--- src/rtl/sync_fifo.sv ---
// Single-clock FIFO with standard or first-word-fall-through read mode.
// It provides an occupancy count, programmable almost flags and overflow/underflow pulses.
module sync_fifo #(
   parameter int WIDTH      = 32,
   parameter int DEPTH_LOG2 = 6,
   parameter int FWFT       = 0,
   parameter int AF_LEVEL   = (1 << DEPTH_LOG2) - 4,
   parameter int AE_LEVEL   = 4
) (
   input  logic                  clk,
   input  logic                  rst,
   input  logic                  wr_en,
   input  logic [WIDTH-1:0]      din,
   output logic                  full,
   output logic                  almost_full,
   input  logic                  rd_en,
   output logic [WIDTH-1:0]      dout,
   output logic                  empty,
   output logic                  almost_empty,
   output logic [DEPTH_LOG2:0]   count,
   output logic                  overflow,
   output logic                  underflow
);

   localparam int DEPTH = 1 << DEPTH_LOG2;
   localparam int PW    = DEPTH_LOG2 + 1;
   localparam logic [PW-1:0] DEPTH_C = PW'(DEPTH);
   localparam logic [PW-1:0] AF_C    = PW'(AF_LEVEL);
   localparam logic [PW-1:0] AE_C    = PW'(AE_LEVEL);

   logic [WIDTH-1:0]      mem_q [DEPTH];
   logic [PW-1:0]         wr_ptr_q, wr_ptr_d;
   logic [PW-1:0]         rd_ptr_q, rd_ptr_d;
   logic [PW-1:0]         count_q, count_d;
   logic                  full_q, empty_q, almost_full_q, almost_empty_q;
   logic                  overflow_q, underflow_q;
   logic                  wr_acc, rd_acc;
   logic [DEPTH_LOG2-1:0] rd_idx;

   // Acceptance uses the registered flags only, so a same-cycle pop never frees a slot
   // for a push, and a same-cycle push never feeds a pop.
   assign wr_acc = wr_en & ~full_q;
   assign rd_acc = rd_en & ~empty_q;
   assign rd_idx = rd_ptr_q[DEPTH_LOG2-1:0];

   always_comb begin
      wr_ptr_d = wr_ptr_q;
      rd_ptr_d = rd_ptr_q;
      if (wr_acc) wr_ptr_d = wr_ptr_q + PW'(1);
      if (rd_acc) rd_ptr_d = rd_ptr_q + PW'(1);
      // Pointers wrap modulo 2*DEPTH, so their difference is the exact occupancy 0..DEPTH.
      count_d = wr_ptr_d - rd_ptr_d;
   end

   always_ff @(posedge clk) begin
      if (rst) begin
         wr_ptr_q       <= '0;
         rd_ptr_q       <= '0;
         count_q        <= '0;
         full_q         <= 1'b0;
         empty_q        <= 1'b1;
         almost_full_q  <= 1'b0;
         almost_empty_q <= 1'b1;
         overflow_q     <= 1'b0;
         underflow_q    <= 1'b0;
      end else begin
         wr_ptr_q       <= wr_ptr_d;
         rd_ptr_q       <= rd_ptr_d;
         count_q        <= count_d;
         full_q         <= (count_d == DEPTH_C);
         empty_q        <= (count_d == '0);
         almost_full_q  <= (count_d >= AF_C);
         almost_empty_q <= (count_d <= AE_C);
         overflow_q     <= wr_en & full_q;
         underflow_q    <= rd_en & empty_q;
      end
   end

   always_ff @(posedge clk) begin
      if (wr_acc && !rst) mem_q[wr_ptr_q[DEPTH_LOG2-1:0]] <= din;
   end

   generate
      if (FWFT != 0) begin : g_fwft
         assign dout = mem_q[rd_idx];
      end else begin : g_std
         logic [WIDTH-1:0] dout_q;
         always_ff @(posedge clk) begin
            if (rst)         dout_q <= '0;
            else if (rd_acc) dout_q <= mem_q[rd_idx];
         end
         assign dout = dout_q;
      end
   endgenerate

   assign count        = count_q;
   assign full         = full_q;
   assign empty        = empty_q;
   assign almost_full  = almost_full_q;
   assign almost_empty = almost_empty_q;
   assign overflow     = overflow_q;
   assign underflow    = underflow_q;

endmodule

--- config.mk ---
export PLATFORM = sky130hd
export DESIGN_NAME = sync_fifo
export DESIGN_NICKNAME = d
export VERILOG_FILES = /design/src/rtl/sync_fifo.sv
export SDC_FILE = /design/constraint.sdc
export NUM_CORES = 2
export LEC_CHECK = 0
export CAP_MARGIN = 20
export CELL_PAD_IN_SITES_DETAIL_PLACEMENT = 2
export CELL_PAD_IN_SITES_GLOBAL_PLACEMENT = 2
export CORE_ASPECT_RATIO = 1.2
export CORE_MARGIN = 2
export CORE_UTILIZATION = 47
export CTS_CLUSTER_DIAMETER = 80
export DETAILED_ROUTE_END_ITERATION = 12
export DONT_BUFFER_PORTS = 1
export PLACE_DENSITY = 0.81
export SYNTH_ARGS = -nofsm -noshare
export SYNTH_HDL_FRONTEND = slang
export SYNTH_SLANG_ARGS = --single-unit
export TNS_END_PERCENT = 30
--- constraint.sdc ---
create_clock -name clk -period 3.8 [get_ports clk]
set_clock_uncertainty 0.15 [all_clocks]
set_input_delay 0.76 -clock clk [delete_from_list [all_inputs] [get_ports clk]]
set_output_delay 0.76 -clock clk [all_outputs]
set_load 0.01 [all_outputs]
## Yosys cells after proc, flatten, opt, wreduce, memory -nomap -nowiden

Memories as Yosys holds them, arrays and structs flattened. A register that Yosys moved wholly into a read port is not among the register bits.
Cells that the tools add are included.

- Register bits: 27
- Latch bits: 0
- Memory bits (writable): 2048
- ROM bits: 0
- Input bits: 36
- Output and inout bits: 45
- Logic and storage cells: 29
- Memories: 1

- Add/subtract/negate cells: 3
- $mul: 0
- Divide/modulo/power cells: 0
- $lt $le $gt $ge: 2
- Equal/unequal tests: 1
- Shift operators: 0
- Mux-type cells: 4
- Bitwise logic cells: 6
- Reduce and logical (&&, ||, !) cells: 3

Memory list:

| memory | depth | width | read ports | clocked after memory_dff | wr ports | line | source |
|---|---|---|---|---|---|---|---|
| mem_q | 64 | 32 | 1 | 1 | 1 | 31 | `logic [WIDTH-1:0] mem_q [DEPTH];` |

Operator list:

| operator | count |
|---|---|
| $add 7x1->7 const B | 2 |
| $mux 7 | 2 |
| $eq 7x7->1 const B | 1 |
| $ge 7x6->1 const B | 1 |
| $le 7x3->1 const B | 1 |
| $logic_not 7->1 | 1 |
| $sub 7x7->7 | 1 |
| $and 1x1->1 | 4 |
| $mux 1 | 2 |
| $not 1->1 | 2 |
| $logic_and 1x1->1 | 1 |
| $logic_not 1->1 | 1 |

## Longest topological paths before layout

- Word-level depth: 5
- Gate-level depth with buffers: 14
- Mapped depth without buffers: 12

## Least setup slack after synthesis

Ideal clock, no wire load.

- Path kind: in2reg
- From: in wr_en
- To: mem mem_q[61][0], enable pin
- Library setup time: 0.421 ns
- Data arrival time: 3.076 ns
- Required time: 3.229 ns
- Slack: 0.153 ns
- Stages: 4
- Path buffers: 0
- Cell sequence: nor2b_1 -> nor3b_1 -> nand3_1 -> nor2_1

- Cells in the longest elaborated chain, start to end: 4

Ends and longest elaborated chain:

| element | line | source |
|---|---|---|
| start: declaration | 12 | `input logic wr_en,` |
| $and 1x1->1 | 42 | `assign wr_acc = wr_en & ~full_q;` |
| $logic_and 1x1->1 | 80 | `if (wr_acc && !rst) mem_q[wr_ptr_q[DEPTH_LOG2-1:0]] <= din;` |
| $mux 1 | 80 |  |
| $mux 1 (implied by the code) | 80 |  |
| end: declaration | 31 |  |

Every way passes these cells.

==> results.tsv <==
stage	metric	value	unit
timing	Achievable Freq	0.287	GHz
clock_tree	clock sinks	2107	
outcome	status	finished, final reports clean	
timing	Total Negative Setup Slacks	0	ns
logic_synthesis	mapped cell area	80200	um^2
floorplanning	core area	170000	um^2
floorplanning	num rows	166	
logic_synthesis	distinct cell type count after synthesis	48	
floorplanning	DIE AREA	174000	um^2
grt	overall routing resource usage	35.0	%
logic_synthesis	top_reg_cell synth	edfxtp_1	
routing	WL/cell	50.6	um
floorplanning	Die H	456	um
logic_synthesis	Avg Inst Size Synth	24.6	um^2
routing	first-pass iteration count of the detailed router	6	
clock_tree	CTS buffer count	205	
finish	share of post-route cells with drive strength above 1	33.6	%
clock_tree	Longest Clk Path Bufs	3	
pwr	Peak VDD IR	0.504	mV
floorplanning	Initial Util	47.2	%
critical_path	critical path required time	4.41	ns
clock_tree	number of setup buffers added after CTS	0	
finish	fill count	13904	
timing	Final Hold Fails	0	
timing	endpoints failing setup	0	
logic_synthesis	sequential fraction of the synthesis area	78.2	%
critical_path	Critical Setup Path Class	flop to flop	
timing	Final period util	91.6	%
placement	GPL Wtd Cong	0.772	
timing	max-slew violation count	0	
timing	Relative slew margins	12.7	%
logic_synthesis	Syn Inst Count	3252	
finish	Layout area overhead	15.2	%
clock_tree	cts-stage hold buffer count	35	
placement	post-DP HPWL	161000	um
routing	Via Count	41813	
critical_path	Critical Path End Type	flop	
finish	Non-Filler Instances	5957	
placement	total placed cells including tap cells	5527	
clock_tree	CTS root buf	clkbuf_16	
logic_synthesis	post-synth top area share	76.7	%
routing	DRC Markers	0	
flow_run	max cap viols	0	
logic_synthesis	Synth area leader	edfxtp_1	
routing	final WL	301000	um
floorplanning	Die Wd	381	um
logic_synthesis	syn_nets	3294	
clock_tree	CTS tree	built	
floorplanning	IO Count	81	
timing	unrepaired setup endpoints after global routing	no	
critical_path	WP data arrival	4.09	ns
worst_hold_path	min-delay worst type	input port to flop	
clock_tree	Clock transition at path regs	0.07	ns
grt	global-route wire length before repair	406000	um
grt	GRT overflow	0	
logic_synthesis	YS warnings	0	
grt	initial antenna violation count	18	
finish	Final Net Count	3544	
grt	largest net degree at the start of global routing	79	
pwr	pwr dens	549	nW/um^2
clock_tree	clk_lat worst skew	0.87	ns
critical_path	crit start category	flop	
pwr	Leakage Power	28.0	nW
timing	Least-Margin Pin Slew	1.31	ns
timing	fin crit period	3.48	ns
grt	number of global-route vias before repair	42740	
routing	DR vias/cell	7.02	
logic_synthesis	Seq cells post-synth	2107	
logic_synthesis	ranking of synthesized cells by area	edfxtp_1, mux4_2, dfxtp_1	
clock_tree	H-tree levels	4	
logic_synthesis	Post-synth EDFFs	2048	
logic_synthesis	ys async rst share	0	%
clock_tree	post-CTS sizing	0	
routing	Antenna Violating Nets Remaining	0	
placement	PortBufs	0	
routing	drt first-iter violations	8159	
critical_path	worst-path maximum fanout	30	
[cell usage after synthesis (2+ instances only)]
cell      instances
xor2_1            7
mux4_2          672
nand3_1           3
and4b_1           2
nor2b_1          13
ha_1              5
nor3b_1           2
a21oi_1           2
a41o_1            2
nand4_1           3
nand2b_1         35
buf_4            12
o21ai_1           2
edfxtp_1       2048
o22ai_1           2
nor4b_1           2
inv_1             4
buf_2            38
or3_1             4
nor2_1           87
nand3b_1          4
or2_1             2
buf_1            26
nand2_1          85
xnor2_1          10
nor3_1            2
and2_1            3
buf_6             3
clkbuf_1         90
dfxtp_1          59
mux2i_1           2
o211ai_1          3
o21ai_0           3
[logic make-up after synthesis]
family          Yosys count  synth area share, %
flops                  2107                 78.2
mux                     674                 18.9
simple gates            252                 1.46
buf+inv                 174                0.958
compound gates           22                0.194
xor+xnor                 17                0.186
fa+ha+maj                 6                0.103
[power breakdown]
group	internal [mW]	total (mW)	switching [mW]
Combinational	1.97	4.08	2.10
Sequential	25.6	25.7	0.163
Clock	11.2	20.9	9.70
[final timing paths]
kind | end | cells after the start | slack [ns] | from
min reg2reg | overflow | 2 | 0.39 | full
min | mem_q[47][27] | 1 | 0.10 | din[27]
max | dout[28] | 8 | 0.32 | rd_ptr_q[0]
max reg2reg | dout[28] | 8 | 0.32 | rd_ptr_q[0]
[registers in the layout, indices dropped and copies added, names as in the netlist, named ones only]
| register | flops |
|---|---|
| underflow | 1 |
| rd_ptr_q | 7 |
| almost_full | 1 |
| full | 1 |
| dout | 32 |
| mem_q | 2048 |
| overflow | 1 |
| count | 7 |
| empty | 1 |
| wr_ptr_q | 6 |
| almost_empty | 1 |
[placed cells by master (no fill, tap or decap), types with 8 or more instances in the layout]
cell / netlist / layout
nor2_1: 87 / 22
nor2_4: 0 / 65
clkbuf_1: 90 / 55
mux4_2: 672 / 672
bufinv_16: 0 / 17
clkbuf_16: 0 / 205
dfxtp_1: 59 / 54
nand2b_1: 35 / 34
nand2_1: 85 / 85
buf_4: 12 / 109
clkinv_2: 0 / 34
xnor2_1: 10 / 10
nor2b_1: 13 / 13
inv_6: 0 / 11
edfxtp_1: 2048 / 2048
buf_12: 0 / 67
buf_16: 0 / 32
clkinvlp_4: 0 / 8
clkinv_1: 0 / 48
[cell type report]
class | count | area, um^2 | area share, %
Clock inverter | 123 | 1100 | 1.19
Sequential cell | 2107 | 62700 | 67.9
Timing Repair Buffer | 212 | 3090 | 3.34
Antenna cell | 6 | 15.0 | 0.0163
Clock buffer | 265 | 5410 | 5.85
Multi-Input combinational cell | 971 | 17200 | 18.6
Inverter | 5 | 26.3 | 0.0284
Tap cell | 2268 | 2840 | 3.07
[metal layers]
| layer | GRT usage, % | routed length (um) |
|---|---|---|
| met3 | 8.34 | 34400 |
| met2 | 53.6 | 141000 |
| met5 | 0 | 42 |
| met1 | 49.4 | 113000 |
| met4 | 13.5 | 12900 |
[per-stage QoR]
step / cell area (um^2) / setup WS (ns) / power [mW] / hold slack [ns] / utilization, %
floorplan: 80200 / 0.153 / 28.8 / 0.317 / -
global placement: 84900 / 0.256 / 29.6 / 0.357 / 50.0
detailed placement: 84900 / 0.199 / 29.8 / 0.376 / 50.0
CTS: 92300 / 0.282 / 51.0 / 0.0632 / 54.4
global route: 92400 / 0.0944 / 51.7 / 0.0928 / 54.4
finish: 92400 / 0.317 / 50.7 / 0.105 / 54.4
[critical path, cell delays in order (launching register included)]
cell and delay, ns:
dfxtp_4 0.48, buf_12 0.25, buf_12 0.30, buf_4 0.35, mux4_2 0.60, mux4_2 0.52
mux4_2 0.48, nand2b_1 0.11, nand2_1 0.09
Note: power is estimated with default switching activity, not from simulation.
